## src/rtl/ysyx_25030093_mc_ctrl.sv

```systemverilog
// Multi-cycle core controller: sequences fetch, execute, memory access and writeback.
// Optional bus watchdog enabled by defining YSYX_25030093_BUS_TIMEOUT_EN.
module ysyx_25030093_mc_ctrl #(
   parameter int unsigned       XLEN     = 32,
   parameter logic [XLEN-1:0]   RESET_PC = XLEN'(32'h8000_0000),
   parameter int unsigned       CNT_W    = 64,
   parameter int unsigned       TIMEOUT  = 255
) (
   input  logic             clk,
   input  logic             rst,
   output logic             ifu_req_valid,
   input  logic             ifu_req_ready,
   output logic [XLEN-1:0]  ifu_req_addr,
   input  logic             ifu_rsp_valid,
   input  logic [31:0]      ifu_rsp_inst,
   input  logic             is_mem,
   input  logic             ebreak,
   output logic             lsu_req_valid,
   input  logic             lsu_req_ready,
   input  logic             lsu_rsp_valid,
   input  logic [XLEN-1:0]  next_pc,
   output logic [XLEN-1:0]  pc,
   output logic [31:0]      inst,
   output logic             commit,
   output logic [CNT_W-1:0] retired,
   output logic             halted,
   output logic             bus_err
);

   typedef enum logic [2:0] {
      S_FETCH_REQ,
      S_FETCH_WAIT,
      S_EXEC,
      S_MEM_REQ,
      S_MEM_WAIT,
      S_WB,
      S_HALT
   } state_e;

   state_e           state_q, state_d;
   logic [XLEN-1:0]  pc_q, pc_d;
   logic [31:0]      inst_q, inst_d;
   logic [CNT_W-1:0] retired_q, retired_d;
   logic             ifu_req_valid_q;
   logic             lsu_req_valid_q;
   logic             halted_q;

`ifdef YSYX_25030093_BUS_TIMEOUT_EN
   localparam int unsigned WCNT_W = $clog2(TIMEOUT + 1);
   logic [WCNT_W-1:0] wait_cnt_q, wait_cnt_d;
   logic              bus_err_q, bus_err_d;
`else
   logic unused_timeout;
   assign unused_timeout = ^TIMEOUT;
`endif

   // Commit is decoded from the current state so the ebreak pulse lands in EXEC itself.
   assign commit = (state_q == S_WB) || ((state_q == S_EXEC) && ebreak);

   always_comb begin
      state_d   = state_q;
      pc_d      = pc_q;
      inst_d    = inst_q;
      retired_d = retired_q;

      case (state_q)
         S_FETCH_REQ:  if (ifu_req_valid_q && ifu_req_ready) state_d = S_FETCH_WAIT;
         S_FETCH_WAIT: begin
            if (ifu_rsp_valid) begin
               inst_d  = ifu_rsp_inst;
               state_d = S_EXEC;
            end
         end
         S_EXEC: begin
            if (ebreak)      state_d = S_HALT;
            else if (is_mem) state_d = S_MEM_REQ;
            else             state_d = S_WB;
         end
         S_MEM_REQ:    if (lsu_req_valid_q && lsu_req_ready) state_d = S_MEM_WAIT;
         S_MEM_WAIT:   if (lsu_rsp_valid) state_d = S_WB;
         S_WB: begin
            pc_d    = next_pc;
            state_d = S_FETCH_REQ;
         end
         S_HALT:       state_d = S_HALT;
         default:      state_d = S_FETCH_REQ;
      endcase

      if (commit) retired_d = retired_q + CNT_W'(1);

`ifdef YSYX_25030093_BUS_TIMEOUT_EN
      wait_cnt_d = '0;
      bus_err_d  = bus_err_q;
      if ((state_q inside {S_FETCH_REQ, S_FETCH_WAIT, S_MEM_REQ, S_MEM_WAIT}) &&
          (state_d == state_q)) begin
         wait_cnt_d = wait_cnt_q + WCNT_W'(1);
         if (wait_cnt_d >= WCNT_W'(TIMEOUT)) begin
            state_d   = S_HALT;
            bus_err_d = 1'b1;
         end
      end
`endif
   end

   always_ff @(posedge clk or negedge rst) begin
      if (!rst) begin
         state_q         <= S_FETCH_REQ;
         pc_q            <= RESET_PC;
         inst_q          <= '0;
         retired_q       <= '0;
         ifu_req_valid_q <= 1'b0;
         lsu_req_valid_q <= 1'b0;
         halted_q        <= 1'b0;
`ifdef YSYX_25030093_BUS_TIMEOUT_EN
         wait_cnt_q      <= '0;
         bus_err_q       <= 1'b0;
`endif
      end else begin
         state_q         <= state_d;
         pc_q            <= pc_d;
         inst_q          <= inst_d;
         retired_q       <= retired_d;
         // Handshake outputs track the state being entered, so they rise with it.
         ifu_req_valid_q <= (state_d == S_FETCH_REQ);
         lsu_req_valid_q <= (state_d == S_MEM_REQ);
         halted_q        <= (state_d == S_HALT);
`ifdef YSYX_25030093_BUS_TIMEOUT_EN
         wait_cnt_q      <= wait_cnt_d;
         bus_err_q       <= bus_err_d;
`endif
      end
   end

   assign ifu_req_valid = ifu_req_valid_q;
   assign ifu_req_addr  = pc_q;
   assign lsu_req_valid = lsu_req_valid_q;
   assign pc            = pc_q;
   assign inst          = inst_q;
   assign retired       = retired_q;
   assign halted        = halted_q;
`ifdef YSYX_25030093_BUS_TIMEOUT_EN
   assign bus_err       = bus_err_q;
`else
   assign bus_err       = 1'b0;
`endif

endmodule

```

## config.mk

```make
export PLATFORM = sky130hd
export DESIGN_NAME = ysyx_25030093_mc_ctrl
export DESIGN_NICKNAME = d
export VERILOG_FILES = /design/src/rtl/ysyx_25030093_mc_ctrl.sv
export SDC_FILE = /design/constraint.sdc
export NUM_CORES = 1
export LEC_CHECK = 0
export CAP_MARGIN = 40
export CORE_AREA = 2 2 117 119
export DETAILED_ROUTE_END_ITERATION = 16
export DIE_AREA = 0 0 119 121
export GPL_TIMING_DRIVEN = 0
export HOLD_SLACK_MARGIN = 0.05
export PLACE_DENSITY = 0.81
export RECOVER_POWER = 50
export SLEW_MARGIN = 20
export SYNTH_ARGS = -nofsm -noshare
export SYNTH_HDL_FRONTEND = slang
export SYNTH_SLANG_ARGS = --single-unit
```

## constraint.sdc

```tcl
create_clock -name clk -period 4.15 [get_ports clk]
set_clock_uncertainty 0.2 [all_clocks]
set_input_delay 0.83 -clock clk [delete_from_list [all_inputs] [get_ports clk]]
set_output_delay 0.83 -clock clk [all_outputs]
set_load 0.01 [all_outputs]
```

# Word-level counts from Yosys, hierarchy flattened
# Index checks and enable logic that the tools add are counted.
# totals
ff_bits,134
in_bits,72
word_cells,30
# classes
n_addsub,1
eq_ne,8
mux,7
n_reduce_logical,7
# ops
op,n
$add A64 B1 Y64 const B,1
$mux W3,6
$pmux W3 S6,1
$eq A3 B3 Y1 const B,4
$eq A3 B2 Y1 const B,3
$logic_not A3 Y1,2
$eq A3 B1 Y1 const B,1
$logic_and A1 B1 Y1,3
$reduce_and A2 Y1,1
$logic_or A1 B1 Y1,1

# Logic depth before layout (Yosys ltp)
# Gate-level depths: netlist (run 1).
# depth
ltp_word,4
mapped_depth,8

# Least setup slack after synthesis (run 1)
# Ideal clock, no wire load.
# synth_timing
kind,input-to-reg
startpoint,in ebreak
endpoint,reg retired_q[32] (netlist: retired[32])
arrival_ns,2.042
setup_slack_ns,1.781
path_stages,5
cell_sequence,and4bb_2 o21ai_1 nor3_1 nand4_1 xnor2_1
# synth_between
elab_chain_cells,2
# synth_rtl
item,line_no,source
"start, declared",17,"input logic ebreak,"
$logic_and A1 B1 Y1,58,assign commit = (state_q == S_WB) || ((state_q == S_EXEC) && ebreak);
$logic_or A1 B1 Y1,58,
"end signal, assigned",122,retired_q <= retired_d;
"end, declared",43,"logic [CNT_W-1:0] retired_q, retired_d;"
# Every way passes these cells.
# A chain may end at the register's enable or synchronous reset.

# Final worst setup path (run 1)
# layout_timing
startpoint,in ebreak
endpoint,out commit
# layout_between
elab_chain_cells,2
# layout_rtl
item,line_no,source
$logic_and A1 B1 Y1,58,
$logic_or A1 B1 Y1,58,
"end, declared",24,"output logic commit,"
# Every way passes these cells.

==> results.sh, run 1 <==
export IMPL_status="finished with violations"
export IMPL_violations="capacitance limit, slew limit"
export IMPL_place_area_um2=8670
export IMPL_rsz0062_at_grt="false"
export IMPL_antenna_found_initial=0
export IMPL_cts_setup_buffers=0
export IMPL_criticalPathCategory="in -> out"
export IMPL_critPathCaptureType="output pin"
export IMPL_grt_max_degree=95
export IMPL_diodes=0
export IMPL_cts_hold_buf=0
export IMPL_detail_route_wl_per_cell_um=16.1
export IMPL_htreeDepth=4
export IMPL_die_area_um2=14400
export IMPL_clockBufferDepth=2
export IMPL_max_stage_delay_ps=630
export IMPL_core_area_um2=13100
export IMPL_tightest_slew_ps=2280
export IMPL_hold_violations=0
export IMPL_cpMaxStageDelayCell="dlygate4sd3_1"
export IMPL_max_cap_violations=1
export IMPL_ir_drop_uv=362
export IMPL_period_needed_ps=3440
export IMPL_nets=892
export IMPL_syn_avg_cell_area_um2=10.8
export IMPL_postSynthCellCount=561
export IMPL_synth_edf_count=0
export IMPL_crit_chain="dlygate4sd3_1 > nand4bb_1 > nand2_1 > clkdlybuf4s50_1"
export IMPL_cts_root_buf="clkbuf_16"
export IMPL_clk_latency_ps=410
export IMPL_hpwl_um=12300
export IMPL_wl_um=16100
export IMPL_cp_max_fo=5
export IMPL_whs_ps=269
export IMPL_grt_usage=0.234
export IMPL_cts_buffers=17
export IMPL_worstSetupStartpoint="ebreak"
export IMPL_reg2reg_from="state_q[1]"
export IMPL_ff2ff_path_depth=6
export IMPL_worstPathArrival_ps=2410
export IMPL_via_per_inst=5.08
export IMPL_synth_fp_nets=634
export IMPL_placement_io_buffers=235
export IMPL_grt_pass1_vias=5209
export IMPL_synth_ff_type="dfrtp_1"
export IMPL_synth_seq_cells=134
export IMPL_hold_path_class="reg -> reg"
export IMPL_min_period_over_period=0.829
export IMPL_slew_viol_final=41
export IMPL_ys_seq_area_frac=0.554
export IMPL_ys_warn_count=0
export IMPL_cts_tree="yes"
export IMPL_cts_num_sinks=134
export IMPL_hold_start="retired[63]"
export IMPL_power_total_uw=5610
export IMPL_drive_gt1_frac=0.139
export IMPL_tns_ps=0
export IMPL_grt_pass1_wl_um=26300
export IMPL_synthArstFlopShare=1.00
export IMPL_drc=0
export IMPL_area_delta_synth_final_pct=52.7
export IMPL_cts_resized_gates=0
export IMPL_die_height_um=121
export IMPL_cp_start_kind="input pin"
export IMPL_max_slew_margin=-0.521
export IMPL_start_util=0.463
export IMPL_yosysUniqueCellTypes=52
export IMPL_stdcell_area_um2=9250
export IMPL_fp_row_count=42
export IMPL_antenna_left=0
export IMPL_cellLeakagePower_uw=0.00414
export IMPL_max_freq_mhz=291
export IMPL_hold_depth=1
export IMPL_place_congestion=0.883
export IMPL_clkTransAtPathRegs_ps=50
export IMPL_overflow=0
export IMPL_syn_area_um2=6050
export IMPL_first_pass_iters=5
export IMPL_drt_iter0_drc=330
export IMPL_setup_violations=0
export IMPL_die_w_um=119
export IMPL_io_pin_count=237
export IMPL_required_ps=3120
export IMPL_pwr_density_cell_nw_per_um2=607
export IMPL_vias=5110
==> state kept, by name, summed over array words and instances, names as in the netlist <==
| name | count |
|---|---|
| state_q | 3 |
| halted | 1 |
| inst | 32 |
| retired | 64 |
| lsu_req_valid | 1 |
| ifu_req_valid | 1 |
| ifu_req_addr | 32 |
==> logic make-up after synthesis <==
group           after synthesis  share of synthesized area
compound gates               16                     0.0165
buf+inv                      57                     0.0595
simple gates                256                      0.215
fa+ha+maj                     1                    0.00207
other cells                   1                   0.000619
xor+xnor                     63                     0.0912
mux                          33                     0.0614
flops                       134                      0.554
==> cells in the final DEF, fill, tap and decap left out, drive strengths merged, types with 9 or more instances in the layout <==
master and instances:
clkdlybuf4s50 198, dfrtp 133, nand2 124, buf 42
clkbuf 39, xnor2 36, dlygate4sd3 36, mux2 33
nand3 30, xor2 27, nand4 20, nor2 17
nor3 17, nor4 10, and3 9
==> metrics by stage <==
stage	cells	util	worst slack, ps
2_1_floorplan	561	-	1780
3_3_place_gp	972	0.659	-3040
3_5_place_dp	976	0.663	782
4_1_cts	1005	0.707	772
5_1_grt	1005	0.707	622
6_report	1005	0.707	711
==> area by class of cell <==
| type | count | area [um2] |
|---|---|---|
| Clock inverter | 3 | 65.1 |
| Multi-Input combinational cell | 370 | 2340 |
| Buffer | 50 | 334 |
| Tap cell | 176 | 220 |
| Clock buffer | 26 | 519 |
| Timing Repair Buffer | 239 | 2390 |
| Fill cell | 962 | 3840 |
| Inverter | 7 | 26.3 |
| Sequential cell | 134 | 3350 |
==> Yosys cell counts (6+ instances only) <==
cell,count,share of area
and4_1,6,0.0087
nor4_1,9,0.0093
nand3_1,29,0.024
and3_1,7,0.0072
inv_1,7,0.0043
clkbuf_1,11,0.0068
nor2_1,17,0.011
xor2_1,27,0.039
nand4_1,19,0.020
xnor2_1,36,0.052
dfrtp_1,133,0.55
mux2_2,33,0.061
nor3_1,13,0.011
nand2_1,124,0.077
buf_4,33,0.041
==> report_power, final <==
part           total, uW  internal (uW)  switching, uW
registers           1930           1680            253
clock network       1480            970            513
logic               2190           1320            872
total               5610           3970           1640
==> path summary, 6_finish.rpt <==
kind | to | slack, ps
min in group asynchronous | retired[49] | 900
min reg2reg | retired[63] | 270
min | retired[63] | 270
max | commit | 710
max reg2reg | retired[56] | 1200
max in group asynchronous | ifu_req_addr[20] | 1540
==> critical path, delay by kind of cell <==
family	cells	cell delay, ps
and+or+nand+nor	2	330
buffers and inverters	2	1250
==> per-layer routing <==
| layer | vias up | GRT usage | share of wire |
|---|---|---|---|
| li1 | 2394 | - | - |
| met5 | - | 0 | 0 |
| met1 | 2501 | 0.271 | 0.39 |
| met4 | 0 | 0.0885 | 0.016 |
| met3 | 19 | 0.0822 | 0.085 |
| met2 | 196 | 0.400 | 0.51 |
Note: power is estimated with default switching activity, not from simulation.
==> run 2: changes to the inputs <==
--- a/config.mk
+++ b/config.mk
@@ -6,12 +6,12 @@
 export NUM_CORES = 1
 export LEC_CHECK = 0
 export CAP_MARGIN = 40
-export CORE_AREA = 2 2 117 119
+export CORE_AREA = 2 2 121 123
 export DETAILED_ROUTE_END_ITERATION = 16
-export DIE_AREA = 0 0 119 121
+export DIE_AREA = 0 0 123 125
 export GPL_TIMING_DRIVEN = 0
 export HOLD_SLACK_MARGIN = 0.05
-export PLACE_DENSITY = 0.81
+export PLACE_DENSITY = 0.76
 export RECOVER_POWER = 50
 export SLEW_MARGIN = 20
 export SYNTH_ARGS = -nofsm -noshare
==> constraint.sdc (replaced) <==
create_clock -name clk -period 3.4 [get_ports clk]
set_clock_uncertainty 0.2 [all_clocks]
set_input_delay 0.68 -clock clk [delete_from_list [all_inputs] [get_ports clk]]
set_output_delay 0.68 -clock clk [all_outputs]
set_load 0.01 [all_outputs]
==> run 2 against run 1 <==
Compared with the run above:
- largest cell class unchanged
- core utilization decreased by 5.1 points
- clock-buffer cell count shrank 1
- the flow still finishes with violations (capacitance limit, slew limit)
- highest routed layer unchanged
- critical path type unchanged
- global-route usage down 1.2 points
==> results.sh, run 2 (synthesis results as in run 1) <==
export IMPL_status="finished with violations"
export IMPL_violations="capacitance limit, slew limit"
export IMPL_vias=5106
export IMPL_place_congestion=0.882
export IMPL_ir_drop_uv=506
export IMPL_nets=894
export IMPL_grt_pass1_wl_um=26500
export IMPL_overflow=0
export IMPL_place_ws_ps=111
export IMPL_drc=0
export IMPL_core_area_um2=14200
export IMPL_wl_met2_um=8140
export IMPL_cts_root_buf="clkbuf_16"
export IMPL_highest_layer="met4"
export IMPL_wl_um=16400
export IMPL_die_w_um=123
export IMPL_cts_tree="yes"
export IMPL_fin_ws_ps=180
export IMPL_placement_io_buffers=235
export IMPL_drive_gt1_frac=0.141
export IMPL_min_period_over_period=0.947
export IMPL_setup_violations=0
export IMPL_max_cap_violations=1
export IMPL_n_fill_cell=1110
export IMPL_rrSetupSlack_ps=540
export IMPL_diodes=0
export IMPL_reg2reg_from="state_q[1]"
export IMPL_criticalPathCategory="in -> out"
export IMPL_pwr_density_cell_nw_per_um2=746
export IMPL_hold_path_class="reg -> reg"
export IMPL_slew_viol_final=38
export IMPL_hpwl_um=12200
export IMPL_htreeDepth=4
export IMPL_rsz0062_at_grt="false"
export IMPL_clockBufferDepth=2
export IMPL_stdcell_area_um2=9310
export IMPL_hold_start="retired[63]"
export IMPL_cellLeakagePower_uw=0.00416
export IMPL_required_ps=2520
export IMPL_critPathCaptureType="output pin"
export IMPL_grt_max_degree=98
export IMPL_power_total_uw=6940
export IMPL_via_per_inst=5.02
export IMPL_die_height_um=125
export IMPL_cts_num_sinks=134
export IMPL_start_util=0.426
export IMPL_area_delta_synth_final_pct=53.9
export IMPL_clk_latency_ps=410
export IMPL_clkTransAtPathRegs_ps=50
export IMPL_max_freq_mhz=311
export IMPL_largest_reg_flops=64
export IMPL_drt_met1_wl_um=6510
export IMPL_worstPathArrival_ps=2340
export IMPL_ff2ff_path_depth=7
export IMPL_layout_common_cells="clkdlybuf4s50_1, dfrtp_1, nand2_1"
export IMPL_hold_end="retired[63]"
export IMPL_whs_ps=267
export IMPL_io_pin_count=237
export IMPL_cp_start_kind="input pin"
export IMPL_hold_violations=0
export IMPL_drt_iter0_drc=310
export IMPL_antenna_found_initial=0
export IMPL_hold_depth=1
export IMPL_die_area_um2=15400
export IMPL_place_area_um2=8680
export IMPL_fp_row_count=44
export IMPL_tightest_slew_ps=1790
export IMPL_wl_met3_um=1350
export IMPL_r2r_end="retired[62]"
export IMPL_max_slew_margin=-0.194
export IMPL_layout_commonest_cell="clkdlybuf4s50_1"
export IMPL_grt_usage=0.221
export IMPL_cp_max_fo=5
export IMPL_first_pass_iters=4
export IMPL_cts_buffers=17
export IMPL_period_needed_ps=3220
export IMPL_antenna_left=0
export IMPL_grt_pass1_vias=5252
export IMPL_detail_route_wl_per_cell_um=16.2
## run 2: critical path, stage by stage
cell and delay (ps):
dlygate4sd3_1 640, nand4bb_1 180, nand2_1 220, clkdlybuf4s50_1 620
## run 2: where the power goes
| group | total (uW) | leakage, uW | internal, uW | switching, uW |
|---|---|---|---|---|
| Sequential | 2370 | 0.00172 | 2050 | 320 |
| Combinational | 2690 | 0.00214 | 1610 | 1080 |
| Clock | 1880 | 0.000301 | 1230 | 653 |
| Total | 6940 | 0.00416 | 4900 | 2050 |
## run 2: through the flow
stage	std cells	setup TNS (ps)	util
after detailed placement	982	0	0.611
after global routing	1018	0	0.656
after global placement	980	-502000	0.608
after floorplan	561	0	-
after CTS	1015	0	0.655
final	1018	0	0.656
## run 2: metal layers
metal,global-route usage,vias up
li1,-,2397
met1,0.265,2474
met2,0.359,205
met3,0.0776,30
met4,0.0969,0
met5,0,-
## run 2: area by class of cell
class	instances	area, um2	share of cell area
Buffer	50	334	0.0359
Clock buffer	25	495	0.0532
Clock inverter	7	118	0.0126
Inverter	7	26.3	0.00282
Multi-Input combinational cell	370	2340	0.252
Sequential cell	134	3350	0.360
Tap cell	184	230	0.0247
Timing Repair Buffer	241	2410	0.259
## run 2: worst max-delay path by stage
| stage | cells past startpoint | start | endpoint | slack, ps |
|---|---|---|---|---|
| 2_1_floorplan | 6 | retired[17] | retired[63] | 1170 |
| 3_3_place_gp | 1 | rst | inst[8] | -3770 |
| 3_5_place_dp | 6 | ebreak | retired[62] | 110 |
| 4_1_cts | 4 | state_q[1] | commit | 130 |
| 5_1_grt | 4 | ebreak | commit | 90 |
| 6_report | 4 | ebreak | commit | 180 |
## run 2: what timing repair did
action,CTS,global route
endpoints found under the setup margin,0,1
resized for setup,0,0
hold endpoints to repair,36,0
hold buffers,1,0
buffers inserted,0,2
